--- config.mk ---
export PLATFORM = sky130hd
export DESIGN_NAME = tt_rst_seq
export DESIGN_NICKNAME = d
export VERILOG_FILES = /design/src/rtl/tt_rst_seq.sv
export SDC_FILE = /design/constraint.sdc
export NUM_CORES = 1
export LEC_CHECK = 0
export ABC_AREA = 0
export CORE_MARGIN = 1
export CORE_UTILIZATION = 47
export CTS_CLUSTER_DIAMETER = 120
export DETAILED_ROUTE_END_ITERATION = 6
export GPL_TIMING_DRIVEN = 0
export PLACE_DENSITY = 0.78
export SLEW_MARGIN = 0
export SYNTH_ARGS = -nofsm -noshare
export SYNTH_HDL_FRONTEND = slang
export SYNTH_SLANG_ARGS = --single-unit
--- constraint.sdc ---
create_clock -name clk -period 2.4 [get_ports clk]
set_input_delay 0.24 -clock clk [delete_from_list [all_inputs] [get_ports clk]]
set_output_delay 0.24 -clock clk [all_outputs]
set_load 0.01 [all_outputs]
--- src/rtl/tt_rst_seq.sv ---
// Reset sequencer: synchronises release of the global reset, stretches it,
// then releases N_OUT active-low reset domains in a fixed staggered order.
module tt_rst_seq #(
   parameter int N_OUT       = 4,
   parameter int SYNC_STAGES = 2,
   parameter int STRETCH     = 16,
   parameter int STAGGER     = 4
) (
   input  logic             clk,
   input  logic             rst,
   input  logic             soft_rst_req,
   output logic             soft_rst_ack,
   output logic [N_OUT-1:0] rst_n_out,
   output logic             ready
);

   localparam int MAXC = (STRETCH > STAGGER) ? STRETCH : STAGGER;
   localparam int CW   = $clog2(MAXC + 1);
   localparam int IW   = $clog2(N_OUT + 1);

   localparam logic [CW-1:0] LD_STR = CW'(STRETCH - 1);
   localparam logic [CW-1:0] LD_STG = CW'(STAGGER - 1);
   localparam logic [IW-1:0] LAST   = IW'(N_OUT - 1);

   typedef enum logic [1:0] {
      ST_HOLD,
      ST_STRETCH,
      ST_STAGGER,
      ST_RUN
   } state_t;

   state_t           state_q, state_d;
   logic [CW-1:0]    cnt_q, cnt_d;
   logic [IW-1:0]    idx_q, idx_d;
   logic [N_OUT-1:0] rst_n_q, rst_n_d;
   logic             ready_q, ready_d;
   logic             ack_q, ack_d;
   logic             pend_q, pend_d;
   logic             done;
   logic             soft_go;

   logic [SYNC_STAGES-1:0] sync_q;
   logic                   sync_ok;

   assign sync_ok = sync_q[SYNC_STAGES-1];

   always_ff @(posedge clk or posedge rst) begin
      if (rst) begin
         sync_q <= '0;
      end else begin
         sync_q <= {sync_q[SYNC_STAGES-2:0], 1'b1};
      end
   end

   always_ff @(posedge clk or posedge rst) begin
      if (rst) begin
         state_q <= ST_HOLD;
         cnt_q   <= '0;
         idx_q   <= '0;
         rst_n_q <= '0;
         ready_q <= 1'b0;
         ack_q   <= 1'b0;
         pend_q  <= 1'b0;
      end else begin
         state_q <= state_d;
         cnt_q   <= cnt_d;
         idx_q   <= idx_d;
         rst_n_q <= rst_n_d;
         ready_q <= ready_d;
         ack_q   <= ack_d;
         pend_q  <= pend_d;
      end
   end

   always_comb begin
      state_d = state_q;
      cnt_d   = cnt_q;
      idx_d   = idx_q;
      rst_n_d = rst_n_q;
      ready_d = ready_q;
      ack_d   = ack_q;
      pend_d  = pend_q;
      done    = 1'b0;
      soft_go = (state_q == ST_RUN) && !ack_q && soft_rst_req;

      if (ack_q && !soft_rst_req) begin
         ack_d = 1'b0;
      end

      unique case (state_q)
         ST_HOLD: begin
            // Leave on the edge sync_ok rises so domain 0 lands STRETCH later.
            if (sync_q[SYNC_STAGES-2] || sync_ok) begin
               cnt_d   = LD_STR;
               state_d = ST_STRETCH;
            end
         end
         ST_STRETCH: begin
            if (cnt_q == '0) begin
               rst_n_d[0] = 1'b1;
               if (N_OUT == 1) begin
                  done = 1'b1;
               end else begin
                  cnt_d   = LD_STG;
                  idx_d   = IW'(1);
                  state_d = ST_STAGGER;
               end
            end else begin
               cnt_d = cnt_q - CW'(1);
            end
         end
         ST_STAGGER: begin
            if (cnt_q == '0) begin
               rst_n_d = rst_n_q | (N_OUT'(1) << idx_q);
               if (idx_q == LAST) begin
                  done = 1'b1;
               end else begin
                  idx_d = idx_q + IW'(1);
                  cnt_d = LD_STG;
               end
            end else begin
               cnt_d = cnt_q - CW'(1);
            end
         end
         ST_RUN: begin
            if (soft_go) begin
               rst_n_d = '0;
               ready_d = 1'b0;
               pend_d  = 1'b1;
               cnt_d   = LD_STR;
               state_d = ST_STRETCH;
            end
         end
         default: begin
            state_d = ST_HOLD;
         end
      endcase

      if (done) begin
         state_d = ST_RUN;
         ready_d = 1'b1;
         if (pend_q) begin
            ack_d  = 1'b1;
            pend_d = 1'b0;
         end
      end
   end

   assign rst_n_out    = rst_n_q;
   assign ready        = ready_q;
   assign soft_rst_ack = ack_q;

endmodule

Yosys cells after proc, flatten, opt, wreduce, memory -nomap -nowiden
Index checks and enable logic that the tools add are counted.

Add/sub/neg operators: 2. Equal/unequal tests: 13. Shift operators: 1. Mux-type cells: 33. Bitwise operators: 1. Reductions and logical operators: 20.

Operators by type and width (count): $mux W5 (5); $pmux W5 S4 (1); $mux W1 (14); $ne A3 B3 Y1 const B (4); $pmux W3 S2 (2); $reduce_and A4 Y1 (3); $ne A2 B2 Y1 const B (5); $mux W3 (3); $mux W2 (4); $mux W4 (2); $reduce_bool A2 Y1 (4); $pmux W2 S3 (1); $reduce_and A3 Y1 (2); $logic_not A5 Y1 (1); $sub A5 B1 Y5 const B (1); $eq A2 B2 Y1 const B (2); $or A4 B4 Y4 (1); $reduce_bool A4 Y1 (1); $shl A1 B3 Y4 const A (1); $add A3 B1 Y3 const B (1); $eq A3 B2 Y1 const B (1); $logic_and A1 B1 Y1 (3); $pmux W1 S3 (1); $reduce_bool A3 Y1 (1); other kinds (5) (6).

Flip-flop bits (word level): 19. Input bits: 3. Output and inout port bits: 6.

Depth between registers and ports, before layout
Gate-level depths: netlist of the first run.

Word-level depth: 7. Depth in mapped cells: 7. Gate-level depth less buffers: 6.

Worst setup path before layout of the first run
No wires, ideal clock.

Kind: register to register. Start: register cnt_q[0]. End: register cnt_q[3]. Arrival time: 1.653 ns. Required time: 2.271 ns. Setup slack: 0.618 ns. Stages on the path, launching flop included: 7. Path through: dfrtp_1 > inv_1 > ha_1 > or3b_2 > or3_1 > nand2_1 > o21ai_0.

Longest elaborated chain between the ends: 3. Elaborated cells on any way between the ends: 7. Those cells by class: add/sub (1); eq/ne (1); mux (3); reduce/logical (2).

Ends and longest elaborated chain: start, declared (line 33) `logic [CW-1:0] cnt_q, cnt_d;`; start signal, assigned (line 66) `cnt_q <= cnt_d;`; $sub A5 B1 Y5 / $logic_not A5 Y1 (equally long branches); $mux W5, or another cell as far along (line 113) `if (cnt_q == '0) begin`; $pmux W5 S4 / $reduce_and A3 Y1 (equally long branches).

Several ways; a longest one is shown, not always the timed one. A chain may end at the register's enable or synchronous reset.

Worst setup path after layout of the first run
Start: register cnt_q[0]. End: register cnt_q[1].

Same word-level chain as after synthesis.

==> results of run 1 <==
stage by stage:
step | instance area, um2 | std cells
floorplan | 1060 | 105
global placement | 1170 | 140
detailed placement | 1170 | 140
CTS | 1200 | 144
global route | 1200 | 144
finish | 1200 | 144
synthesized netlist by cell type:
cell	instances	share of area, %
a31oi_1	1	0.59
and3_1	1	0.59
o21ai_0	4	1.9
conb_1	1	0.35
or2_2	1	0.59
o31a_1	2	1.7
a221oi_2	2	2.8
a22oi_1	3	2.1
or3_1	2	1.2
buf_6	1	1.1
a21oi_1	9	4.3
o2bb2ai_1	3	2.5
inv_1	11	3.9
mux2_2	1	1.1
or3b_2	1	0.83
a21o_1	1	0.71
mux2i_1	1	0.95
nand3b_1	2	1.4
nand3_1	2	0.95
o32ai_1	1	0.83
clkbuf_1	1	0.35
dfrtp_1	19	45
nor3_1	4	1.9
nand2_1	7	2.5
nand2b_1	2	1.2
a21boi_0	1	0.71
a22o_1	2	1.7
or4b_1	1	0.95
ha_1	11	13
nor2_1	7	2.5
routing by layer:
layer / up-vias / GRT usage [%] / part of all wire, %
met5: - / 0 / 0
met4: 0 / 8.57 / 1.6
met3: 6 / 3.74 / 3.1
met2: 17 / 32.6 / 49
met1: 383 / 23.1 / 46
li1: 394 / - / -
final timing paths:
| kind | start | end | slack (ps) | depth (start not counted) |
|---|---|---|---|---|
| max | cnt_q[0] | cnt_q[1] | 300 | 6 |
| min | rst | rst_n_out[3] | 340 | 2 |
| max reg2reg | cnt_q[0] | cnt_q[1] | 300 | 6 |
| min reg2reg | sync_q[0] | sync_q[1] | 400 | 0 |
| max in group asynchronous | rst | cnt_q[1] | 1590 | 2 |
| min in group clk | sync_q[0] | sync_q[1] | 400 | 0 |
logic make-up (layout without fill, tap and decap cells):
kind of cell               Yosys count  after routing  synth area share (%)
and+or+nand+nor                     30             30                  14.6
AOI/OAI and AO/OA                   29             29                  19.8
DFF                                 19             19                  45.0
buffers and inverters               13             25                  5.33
adders and majority gates           11             11                  13.0
muxes                                2              2                  2.01
other                                1              1                 0.355
registers in the layout, indices dropped and copies added (netlist names):
register and flops:
idx_q 3, ready 1, state_q 2, rst_n_out 4, pend_q 1, sync_q 2, cnt_q 5, soft_rst_ack 1
power by group:
group          internal, mW  switching (mW)  total, mW  leakage [nW]
Combinational         0.135           0.171      0.306         0.296
Sequential            0.365          0.0372      0.402         0.228
Clock                0.0636           0.109      0.172        0.0139
final cells by class:
type / count / area [um2]
Timing Repair Buffer: 8 / 80.1
Buffer: 2 / 15.0
Fill cell: 194 / 841
Clock buffer: 3 / 22.5
Tap cell: 27 / 33.8
Multi-Input combinational cell: 73 / 526
Clock inverter: 1 / 7.51
Sequential cell: 19 / 475
Inverter: 11 / 41.3
==> run summary, run 1 <==
Total Power - 0.880 mW
max-cap viol count - 0
DP Worst Slack - 302 ps
Slew @ Worst Pin - 747 ps
Mapped Nets - 119
most frequent cells in the layout - dfrtp_1 (19), inv_1 (11), ha_1 (11)
Vias/cell - 5.56
die width - 49.4 um
CP max stage delay - 550 ps
die area - 2440 um2
GPL Wtd Cong - 0.814
worst skew pair latency - 310 ps
largest net degree at the start of global routing - 20
leading cell type in the layout, fill and taps excluded - dfrtp_1
DR iter-0 viols - 11
layout cells sized above 1 - 8.55%
IO Pins - 9
root buffer selected by CTS - clkbuf_4
Antenna Violating Nets Remaining - 0
WS Path Type - flip-flop to flip-flop
PortBufs - 8
buffers and inverters on the worst path - 1
most used cell, CP - nor3_1
RSZ-0062 raised after global routing - false
# resized after CTS - 0
final period demand of the worst path - 2100 ps
Final Hold Vio Count - 0
H-tree levels - 1
Tot GR Track Use - 19.1%
core area - 2040 um2
fin util - 58.8%
gr ovfl total - 0
Cells after Synth - 105
TritonCTS Buffers - 3
CP max FO - 5
clk buf depth - 2
Critical Path RT - 2640 ps
via count of the first global-routing pass - 838
Worst slew margin - 50.1%
DRC Markers - 0
Max IR drop VDD - 0.675 mV
Lkg Pwr - 0.538 nW
WL/cell - 14.2 um
Worst-path clk slew - 120 ps
critical path arrival - 2340 ps
syn_area_per_cell - 10.1 um2
flops & latches, synth - 19
crit path cell chain - inv_1 -> ha_1 -> or3b_2 -> nor3_1 -> nor3_1 -> a21oi_1
antenna cells - 0
period utilisation layout - 87.6%
DR vias - 800
first-pass GRT wire length - 3530 um
register area share after synthesis - 45.0%
delay-heaviest family, CP - simple AND/OR/NAND/NOR gates
Synthesis Warnings - 0
final setup vio count - 0
Critical Path End Type - flip-flop
Initial Util - 51.8%
Post-Syn Area - 1060 um2
drt first pass iters - 4
antenna violations before repair - 0
element type at the critical path start - flip-flop
Setup Buffers After CTS - 0
Critical-path top delay cell - nor3_1
outcome - completed
setup_tns - 0 ps
pwr dens - 732 nW/um2
routed wire length - 2040 um
PnR worst setup slack - 298 ps
distinct cell type count after synthesis - 30
num rows - 16
HPWL Detailed - 1500 um
Clock Skews - 5.13 ps
Hold Path Class - primary input to async pin
Hold Slack - 343 ps
Post-CTS Hold Fix Bufs - 0
fmax - 0.476 GHz
Nets - 132
clock sinks - 19
chip height - 49.4 um
Layout area overhead - 13.6%
CTS tree - built
Slew Viols, Final - 0
(Power assumes the default switching activity.)
==> run 2, diff against run 1 <==
- CELL_PAD_IN_SITES_DETAIL_PLACEMENT: default -> 0
- CELL_PAD_IN_SITES_GLOBAL_PLACEMENT: default -> 1
- CORE_UTILIZATION: 47 -> 43
- PLACE_DENSITY: 0.78 -> 0.87
==> run 2 against run 1 <==
Effect of this change: final cell count grew 0.69%; via count down 2.3%; flip-flop and latch count did not move; combinational power is 2% higher; non-clock buffer count is the same; clock skew increased by 2.6 ps; global-route usage is 0.52 points lower; critical path type unchanged; hold slack improved by 9.4 ps; largest power group unchanged; design area is 0.21% lower.
==> run summary, run 2 (synthesized netlist as in run 1, its figures left out) <==
outcome - completed
clk buf depth - 2
Critical path origin - cnt_q[0]
WL/cell - 13.7 um
element type at the critical path start - flip-flop
Lkg Pwr - 0.539 nW
clock sinks - 19
FF-to-FF End - cnt_q[0]
r2r setup slk - 330 ps
DRC Markers - 0
Final Instance Area - 1200 um2
first-pass GRT wire length - 3530 um
root buffer selected by CTS - clkbuf_4
die width - 51.6 um
met2 Use GR - 31.4%
max-cap viol count - 0
Nets - 132
Critical-path top delay cell - nor3_1
RR Startpoint - cnt_q[0]
Worst slew margin - 51.0%
GR Util met1 - 22.0%
crit path cell chain - inv_1 -> ha_1 -> or3b_2 -> nor3_1 -> nor3_1 -> a21oi_1
Initial Util - 46.9%
Total Power - 0.871 mW
WS Path Type - flip-flop to flip-flop
core area - 2250 um2
Setup Buffers After CTS - 0
Post-CTS Hold Fix Bufs - 0
DR vias - 782
Critical Path End Type - flip-flop
largest net degree at the start of global routing - 20
PortBufs - 8
Finished Layout Cells - 145
chip height - 51.6 um
antenna cells - 0
H-tree levels - 1
via count of the first global-routing pass - 808
met3 usage - 6.14%
DR iter-0 viols - 12
placed cell area - 1170 um2
Max IR drop VDD - 0.521 mV
Final Hold Vio Count - 0
Slew Viols, Final - 0
setup_tns - 0 ps
most used cell, CP - nor3_1
CP max FO - 5
Layout area overhead - 13.4%
num rows - 17
largest register by flop count - cnt_q
period utilisation layout - 86.2%
max FFs per register - 5
fmax - 0.484 GHz
die area - 2660 um2
Reg2Reg Depth - 6
delay-heaviest family, CP - simple AND/OR/NAND/NOR gates
Placed Cells - 141
GRT busiest layer - met2
Clock Skews - 7.74 ps
leading cell type in the layout, fill and taps excluded - dfrtp_1
gr ovfl total - 0
worst skew pair latency - 300 ps
crit path capture - cnt_q[0]
final period demand of the worst path - 2070 ps
most frequent cells in the layout - dfrtp_1 (19), inv_1 (11), ha_1 (11)
IO Pins - 9
TritonCTS Buffers - 3
# resized after CTS - 0
drt first pass iters - 4
Worst-path clk slew - 100 ps
RSZ-0062 raised after global routing - false
antenna violations before repair - 0
buffers and inverters on the worst path - 1
Vias/cell - 5.39
CP Depth - 6
Hold Path Class - primary input to async pin
layout cells sized above 1 - 7.69%
CTS tree - built
CP max stage delay - 520 ps
pwr dens - 727 nW/um2
HPWL Detailed - 1510 um
GPL Wtd Cong - 0.768
critical path arrival - 2290 ps
routed wire length - 1990 um
Slew @ Worst Pin - 734 ps
Critical Path RT - 2620 ps
final setup vio count - 0
Antenna Violating Nets Remaining - 0
Tot GR Track Use - 18.6%
[run 2: cell count changes in the layout (fill, tap and decap cells not counted), sizes merged]
cell	change
clkbuf	+1
clkinvlp	-1
[run 2: how the worst min path moves through the flow]
| stage | startpoint | endpoint | depth (start not counted) |
|---|---|---|---|
| floorplan | rst | cnt_q[0] | 1 |
| global placement | sync_q[0] | sync_q[1] | 0 |
| detailed placement | sync_q[0] | sync_q[1] | 0 |
| CTS | rst | rst_n_out[2] | 2 |
| global route | sync_q[0] | sync_q[1] | 0 |
| finish | rst | soft_rst_ack | 2 |
[run 2: power breakdown]
| part | total, mW | internal [mW] | switching, mW |
|---|---|---|---|
| combinational | 0.311 | 0.136 | 0.176 |
| clock | 0.160 | 0.0648 | 0.0949 |
| sequential | 0.400 | 0.365 | 0.0358 |
[run 2: routing by layer]
metal	up-vias	wire length [um]
li1	396	-
met1	376	957
met2	8	962
met3	2	54
met4	0	16
met5	-	0
[run 2: worst reg2reg max path, stage by stage (launching register included)]
cell and delay [ps]:
dfrtp_1 400, inv_1 80, ha_1 210, or3b_2 500, nor3_1 520, nor3_1 130
a21oi_1 160
[run 2: area by class of cell]
type                            count  area [um2]
Buffer                              2        15.0
Clock buffer                        4        26.3
Inverter                           11        41.3
Multi-Input combinational cell     73         526
Tap cell                           28        35.0
Timing Repair Buffer                8        80.1
Sequential cell                    19         475
Fill cell                         225        1060
[run 2: metrics by stage]
stage          setup WS (ps)  hold WS (ps)  utilization [%]
3_3_place_gp             353           363             52.0
3_5_place_dp             339           368             52.0
4_1_cts                  316           392             53.2
2_1_floorplan            618           191                -
6_report                 332           353             53.2
5_1_grt                  166           419             53.2
